### src/rtl/bin2bcd_disp_if.sv
// Conversion request/result bundle between a binary source and the BCD display converter.
// The master drives the operand and start; the slave returns the packed BCD result and status.
interface bin2bcd_disp_if #(
   parameter int unsigned WIDTH  = 27,
   parameter int unsigned DIGITS = 8
);
   logic [WIDTH-1:0]    bin_in;
   logic                start;
   logic [4*DIGITS-1:0] disp_data;
   logic                busy;
   logic                done;
   logic                ovf;

   modport master (
      output bin_in,
      output start,
      input  disp_data,
      input  busy,
      input  done,
      input  ovf
   );

   modport slave (
      input  bin_in,
      input  start,
      output disp_data,
      output busy,
      output done,
      output ovf
   );
endinterface

### src/rtl/bin2bcd_disp.sv
// Sequential double-dabble binary-to-BCD converter, one input bit per clock.
// Results saturate to all nines when the operand does not fit in DIGITS decimal digits.
module bin2bcd_disp #(
   parameter int unsigned WIDTH  = 27,
   parameter int unsigned DIGITS = 8
) (
   input logic           clk,
   input logic           rst,
   bin2bcd_disp_if.slave bus
);
   // floor(WIDTH*log10(2))+1 decimal digits always hold 2^WIDTH-1
   localparam int unsigned FULL_D = (WIDTH * 30103) / 100000 + 1;
   localparam int unsigned WORK_D = (FULL_D > DIGITS) ? FULL_D : DIGITS;
   localparam int unsigned WW     = 4 * WORK_D;
   localparam int unsigned CW     = $clog2(WIDTH + 1);

   typedef enum logic [1:0] {IDLE, SHIFT, DONE} state_t;

   state_t          state;
   logic [WIDTH-1:0] shreg;
   logic [WW-1:0]    work;
   logic [WW-1:0]    work_adj;
   logic [CW-1:0]    cnt;
   logic             over;

   always_comb begin
      work_adj = work;
      for (int unsigned i = 0; i < WORK_D; i++) begin
         if (work[4*i +: 4] >= 4'd5)
            work_adj[4*i +: 4] = work[4*i +: 4] + 4'd3;
      end
   end

   // Any nonzero digit above the displayed ones means the operand exceeded 10^DIGITS-1
   always_comb begin
      over = 1'b0;
      for (int unsigned i = DIGITS; i < WORK_D; i++) begin
         if (work[4*i +: 4] != 4'd0)
            over = 1'b1;
      end
   end

   always_ff @(posedge clk or negedge rst) begin
      if (!rst) begin
         state         <= IDLE;
         shreg         <= '0;
         work          <= '0;
         cnt           <= '0;
         bus.disp_data <= '0;
         bus.busy      <= 1'b0;
         bus.done      <= 1'b0;
         bus.ovf       <= 1'b0;
      end else begin
         bus.done <= 1'b0;
         case (state)
            IDLE: begin
               if (bus.start) begin
                  shreg    <= bus.bin_in;
                  work     <= '0;
                  cnt      <= CW'(WIDTH);
                  bus.busy <= 1'b1;
                  state    <= SHIFT;
               end
            end
            SHIFT: begin
               work  <= WW'({work_adj, shreg[WIDTH-1]});
               shreg <= shreg << 1;
               cnt   <= cnt - 1'b1;
               if (cnt == CW'(1))
                  state <= DONE;
            end
            DONE: begin
               bus.disp_data <= over ? {DIGITS{4'h9}} : work[4*DIGITS-1:0];
               bus.ovf       <= over;
               bus.done      <= 1'b1;
               bus.busy      <= 1'b0;
               state         <= IDLE;
            end
            default: state <= IDLE;
         endcase
      end
   end
endmodule

### src/flat_wrapper.sv
// flat-port wrapper written by rule: the top's interface ports become plain ports
module bin2bcd_disp_flat 
#(
   parameter int unsigned WIDTH  = 27,
   parameter int unsigned DIGITS = 8
)
  (clk, rst, bus_bin_in, bus_start, bus_disp_data, bus_busy, bus_done, bus_ovf);
  bin2bcd_disp_if #(.WIDTH(WIDTH), .DIGITS(DIGITS)) bus_i ();
  input logic clk;
  input logic rst;
  input wire logic [$bits(bus_i.bin_in)-1:0] bus_bin_in;
  input wire logic [$bits(bus_i.start)-1:0] bus_start;
  output wire logic [$bits(bus_i.disp_data)-1:0] bus_disp_data;
  output wire logic [$bits(bus_i.busy)-1:0] bus_busy;
  output wire logic [$bits(bus_i.done)-1:0] bus_done;
  output wire logic [$bits(bus_i.ovf)-1:0] bus_ovf;
  assign bus_i.bin_in = bus_bin_in;
  assign bus_i.start = bus_start;
  assign bus_disp_data = bus_i.disp_data;
  assign bus_busy = bus_i.busy;
  assign bus_done = bus_i.done;
  assign bus_ovf = bus_i.ovf;
  bin2bcd_disp #(.WIDTH(WIDTH), .DIGITS(DIGITS)) u_core (.clk(clk), .rst(rst), .bus(bus_i));
endmodule
### config.mk
export PLATFORM = sky130hd
export DESIGN_NAME = bin2bcd_disp_flat
export DESIGN_NICKNAME = d
export VERILOG_FILES = /design/src/rtl/bin2bcd_disp_if.sv /design/src/rtl/bin2bcd_disp.sv /design/src/flat_wrapper.sv
export SDC_FILE = /design/constraint.sdc
export NUM_CORES = 1
export LEC_CHECK = 0
export ABC_AREA = 1
export BUFFER_PORTS_ARGS = -buffer_cell sky130_fd_sc_hd__buf_4
export CORE_ASPECT_RATIO = 0.7
export CORE_MARGIN = 2
export CORE_UTILIZATION = 58
export CTS_CLUSTER_DIAMETER = 80
export DETAILED_ROUTE_END_ITERATION = 12
export PLACE_DENSITY = 0.77
export SYNTH_ARGS = -nofsm -noshare
export SYNTH_HDL_FRONTEND = slang
export SYNTH_SLANG_ARGS = --single-unit
### constraint.sdc
create_clock -name clk -period 1.65 [get_ports clk]
set_input_delay 0.165 -clock clk [delete_from_list [all_inputs] [get_ports clk]]
set_output_delay 0.165 -clock clk [all_outputs]
set_load 0.05 [all_outputs]
After elaboration in Yosys (flattened, before gate mapping)

Cells that the tools add are included.

Word-level logic and storage cells: 62
Output and inout port bits: 35
Input bits: 30
Register bits: 105

Equality and inequality tests: 5
Multiplexer cells: 23
Reductions and logical operators: 7
Add/sub/neg operators: 10
Magnitude comparators: 9

Operators with widths:

| kind                                                | count |
|---|---|
| case mux 36 bit (2 select lines)                    | 1 |
| case mux 27 bit (2 select lines)                    | 1 |
| >= comparator 4 x 3 -> 1 bit, second input constant | 9 |
| two-way mux 36 bit                                  | 1 |
| adder 4 x 2 -> 4 bit, second input constant         | 8 |
| two-way mux 32 bit                                  | 1 |
| two-way mux 4 bit                                   | 8 |
| two-way mux 27 bit                                  | 1 |
| case mux 5 bit (2 select lines)                     | 1 |
| AND reduction 2 bit                                 | 3 |
| equality test 5 x 1 -> 1 bit, second input constant | 1 |
| two-way mux 5 bit                                   | 1 |
| subtractor 5 x 1 -> 5 bit, second input constant    | 1 |
| two-way mux 2 bit                                   | 2 |
| case mux 2 bit (2 select lines)                     | 1 |
| nonzero test 2 bit                                  | 2 |
| nonzero test 4 bit                                  | 1 |
| adder 3 x 2 -> 3 bit, second input constant         | 1 |
| two-way mux 1 bit                                   | 3 |
| two-way mux 3 bit                                   | 1 |
| equality test 2 x 1 -> 1 bit, second input constant | 1 |
| equality test 2 bit, second input constant          | 1 |
| zero test 2 bit                                     | 1 |
| != test 2 x 1 -> 1 bit, second input constant       | 1 |
| other kinds (2)                                     | 2 |

Logic depth before layout (Yosys ltp)

Depth in word-level cells: 3
Depth in mapped cells: 8
Gate-level depth less buffers: 8

Worst setup path before layout

OpenSTA, ideal clock, no wires.

Kind: reg-to-reg
Start point: register u_core.work[32]
End point: register u_core.bus.disp_data[15]
Slack: 0.321 ns
Buffers on the path: 1
Period minus slack after synthesis: 1.329 ns
Required time: 1.519 ns
Stages on the path, launching flop included: 7
Arrival time: 1.198 ns
Library setup time: 0.131 ns
Cell sequence: dfrtp_1 -> inv_1 -> ha_1 -> nand3_1 -> nand2_1 -> buf_4 -> o211ai_1

Cells in the longest elaborated chain, start to end: 3

RTL lines:

| what                     | line                  | source |
|---|---|---|
| start: declaration       | bin2bcd_disp.sv:21    | `logic [WW-1:0] work;` |
| start signal: assignment | bin2bcd_disp.sv:66    | `work <= WW'({work_adj, shreg[WIDTH-1]});` |
| nonzero test 4 bit       | bin2bcd_disp.sv:38    | `if (work[4*i +: 4] != 4'd0)` |
| two-way mux 1 bit        | bin2bcd_disp.sv:38    |  |
| two-way mux 32 bit       | bin2bcd_disp.sv:73    | `bus.disp_data <= over ? {DIGITS{4'h9}} : work[4*DIGITS-1:0];` |
| end signal: assignment   | bin2bcd_disp.sv:73    |  |
| end: declaration         | bin2bcd_disp_if.sv:26 | `output disp_data,` |

Every way passes these cells.
A chain may end at the register's enable or synchronous reset.

Worst setup path in the final report

Start point: register u_core.state[1]
End point: register u_core.shreg[26]

Cells in the longest elaborated chain, start to end: 3
Elaborated cells on any way between the ends: 6
Classes of those cells: eq/ne: 2; mux: 1; reduce/logical: 3

RTL lines:

| what                                                            | line               | source |
|---|---|---|
| start: declaration                                              | bin2bcd_disp.sv:19 | `state_t state;` |
| start signal: assignment                                        | bin2bcd_disp.sv:45 | `state <= IDLE;` |
| start signal: assignment                                        | bin2bcd_disp.sv:62 | `state <= SHIFT;` |
| start signal: assignment                                        | bin2bcd_disp.sv:70 | `state <= DONE;` |
| equality test 2 x 1 -> 1 bit or zero test 2 bit (tied branches) | bin2bcd_disp.sv:55 | `case (state)` |
| nonzero test 2 bit (no line) or != test 2 bit (tied branches)   | -                  |  |
| AND reduction 2 bit (no line)                                   | -                  |  |
| end signal: assignment                                          | bin2bcd_disp.sv:58 | `shreg <= bus.bin_in;` |
| end signal: assignment                                          | bin2bcd_disp.sv:67 | `shreg <= shreg << 1;` |
| end: declaration                                                | bin2bcd_disp.sv:20 | `logic [WIDTH-1:0] shreg;` |

Several ways; a longest one is shown, not always the timed one.

==> flow_metrics.env <==
export IMPL_period_minus_slack_ps=1480
export IMPL_place_congestion=0.863
export IMPL_io_pins=65
export IMPL_cp_arrival_ps=1740
export IMPL_dp_cells=801
export IMPL_yosys_warnings=0
export IMPL_wirelength_mm=11.6
export IMPL_ff2ff_path_depth=6
export IMPL_synth_top_cell_area_share=0.506
export IMPL_ys_seq_elements=105
export IMPL_whs_path_depth=3
export IMPL_ant_nets=0
export IMPL_dp_hpwl_mm=7.84
export IMPL_slew_violations=0
export IMPL_timing_fmax_mhz=678
export IMPL_multi_input_area_sq_mm=0.00221
export IMPL_finalSetupViolations=0
export IMPL_grt_pass1_vias=4196
export IMPL_cp_required_ps=1920
export IMPL_post_route_period_util=0.894
export IMPL_drive_gt1_frac=0.138
export IMPL_max_slew_worst_pin_slew_ps=711
export IMPL_yosysTopAreaCell="dfrtp_1"
export IMPL_antenna_found_initial=0
export IMPL_drtPass1Iterations=5
export IMPL_numCtsBuffers=9
export IMPL_cts_sinks=105
export IMPL_hold_path_class="in2reg"
export IMPL_drcViolationCount=0
export IMPL_rrSetupSlack_ps=170
export IMPL_grt_pass1_wl_mm=19.6
export IMPL_synthCells=631
export IMPL_worst_slack_ps=175
export IMPL_wl_per_cell_um=14.2
export IMPL_r2r_start="u_core.state[1]$_DFFE_PN0P_"
export IMPL_clkTransAtPathRegs_ps=70
export IMPL_maxSlewHeadroom=0.525
export IMPL_p_leak_nw=3.02
export IMPL_start_util=0.605
export IMPL_gr_total_overflow=0
export IMPL_vias_per_cell=5.45
export IMPL_finalNonFillerCells=817
export IMPL_maxCapViolations=0
export IMPL_grt_max_degree=46
export IMPL_seq_area_sq_mm=0.00263
export IMPL_syn_nets=682
export IMPL_synth_area_leaders="dfrtp_1 (51%), nand2_1 (15%), o21ai_0 (6.6%), ha_1 (5.1%), nand3_1 (4.2%)"
export IMPL_clockBufferDepth=2
export IMPL_pre_cts_ws_ps=72.1
export IMPL_min_to="u_core.shreg[0]$_DFFE_PN0P_"
export IMPL_crit_type="reg2reg"
export IMPL_die_w_um=117
export IMPL_netlist_area_sq_mm=0.00519
export IMPL_vdd_ir_drop_max_uv=1010
export IMPL_cp_max_fo=30
export IMPL_status="finished clean"
export IMPL_skew_ps=4.99
export IMPL_grt_setup_unrepaired="no"
export IMPL_die_area_sq_mm=0.00974
export IMPL_yosysUniqueCellTypes=24
export IMPL_r2r_end="u_core.shreg[26]$_DFFE_PN0P_"
export IMPL_root_buffer="clkbuf_16"
export IMPL_rows=28
export IMPL_track_usage=0.255
export IMPL_post_cts_buffers=0
export IMPL_end_kind="register"
export IMPL_cts_tree="built"
export IMPL_cts_htree_levels=3
export IMPL_hold_start="bus_bin_in[0]"
export IMPL_synth_avg_cell_area_sq_um=8.23
export IMPL_synth_seq_area_share=0.506
export IMPL_totalNegativeSetupSlack_ps=0
export IMPL_area_growth_pct=16.8
export IMPL_coreArea_sq_mm=0.00858
export IMPL_drt_iter0_drc=346
export IMPL_io_buffers=64
export IMPL_fill_cells=688
export IMPL_startpoint_type="register"
export IMPL_power_density_mw_per_mm2=1810
export IMPL_finalHoldViolCount=0
export IMPL_nets=744
export IMPL_vias=4450
export IMPL_die_h_um=83.2
export IMPL_clock_latency_ps=350
export IMPL_n_antenna_cell=0
## registers in the layout, indices dropped and copies added (netlist names)
signal / flops
u_core.cnt: 5
u_core.bus.disp_data: 32
u_core.bus.ovf: 1
u_core.shreg: 27
u_core.bus.busy: 1
u_core.state: 2
u_core.bus.done: 1
u_core.work: 36
## logic make-up (layout without fill, tap and decap cells)
family,Yosys count,after routing,synth area share
simple gates,307,307,0.245
compound gates,122,122,0.130
flops,105,105,0.506
buf+inv,76,142,0.0687
fa+ha+maj,21,21,0.0506
## critical path, stage by stage (launching register included)
cell and delay [ps]:
dfrtp_1 410, inv_2 110, nand2_1 100, nand2_2 120, buf_4 350, o21ai_0 150
o21ai_0 160
## cell usage after synthesis (all sizes together)
| library cell | n |
|---|---|
| inv | 49 |
| a31oi | 3 |
| o21ai | 80 |
| a21oi | 10 |
| nand2 | 203 |
| nor2 | 39 |
| o22ai | 8 |
| clkbuf | 1 |
| nand4 | 19 |
| dfrtp | 105 |
| ha | 21 |
| a22oi | 1 |
| nor3 | 2 |
| nand3 | 44 |
| o21bai | 7 |
| buf | 26 |
| o211ai | 13 |
## through the flow
stage / cell area [sq um] / hold slack, ps / util / total power, mW
2_1_floorplan: 5190 / -131 / - / 7.82
3_3_place_gp: 5790 / 167 / 0.675 / 8.77
3_5_place_dp: 5790 / 164 / 0.675 / 9.05
4_1_cts: 6070 / 59.6 / 0.707 / 11.0
5_1_grt: 6070 / 75.8 / 0.707 / 12.0
6_report: 6070 / 63.9 / 0.707 / 11.0
## metal layers
layer | GRT usage | vias to the layer above | share of wire
met5 | 0 | - | 0
met4 | 0.0770 | 0 | 0.012
met3 | 0.0569 | 12 | 0.052
met2 | 0.382 | 131 | 0.46
met1 | 0.372 | 2099 | 0.48
li1 | - | 2208 | -
## worst max-delay path by stage
stage,slack (ps),to,from
2_1_floorplan,320,u_core.bus.disp_data[15]$_DFFE_PN0P_,u_core.work[32]$_DFFE_PN0P_
3_3_place_gp,130,u_core.cnt[1]$_DFFE_PN0P_,u_core.state[1]$_DFFE_PN0P_
3_5_place_dp,70,u_core.cnt[1]$_DFFE_PN0P_,u_core.state[1]$_DFFE_PN0P_
4_1_cts,60,u_core.cnt[1]$_DFFE_PN0P_,u_core.state[1]$_DFFE_PN0P_
5_1_grt,40,u_core.shreg[3]$_DFFE_PN0P_,u_core.state[1]$_DFFE_PN0P_
6_report,170,u_core.shreg[26]$_DFFE_PN0P_,u_core.state[1]$_DFFE_PN0P_
## power by group
group / total (mW) / switching [mW] / internal, mW / leakage (nW)
Combinational: 4.73 / 3.04 / 1.68 / 1.65
Sequential: 4.34 / 0.787 / 3.55 / 1.24
Clock: 1.95 / 0.897 / 1.05 / 0.128
Total: 11.0 / 4.73 / 6.28 / 3.02
## cell usage in the layout, fill, tap and decap left out, drive strengths merged
master,netlist,routed
a21oi,10,10
a22oi,1,1
a31oi,3,3
buf,26,77
clkbuf,1,12
clkinv,0,2
clkinvlp,0,1
dfrtp,105,105
dlygate4sd3,0,1
ha,21,21
inv,49,49
nand2,203,203
nand3,44,44
nand4,19,19
nor2,39,39
nor3,2,2
o211ai,13,13
o21ai,80,80
o21bai,7,7
o22ai,8,8
## repair_timing
item	4_1_cts	5_1_grt
endpoints found under the setup margin	0	45
resized for setup	0	2
hold buffers	1	0
endpoints found under the hold margin	34	0
## area by class of cell
class / count / area share
tap: 120 / 0.0247
multi-input combinational: 450 / 0.365
clock buffer: 12 / 0.0406
inverter: 49 / 0.0307
timing repair buffer: 78 / 0.103
clock inverter: 3 / 0.00289
sequential: 105 / 0.433
No activity file was read; power rests on OpenSTA's default activity.
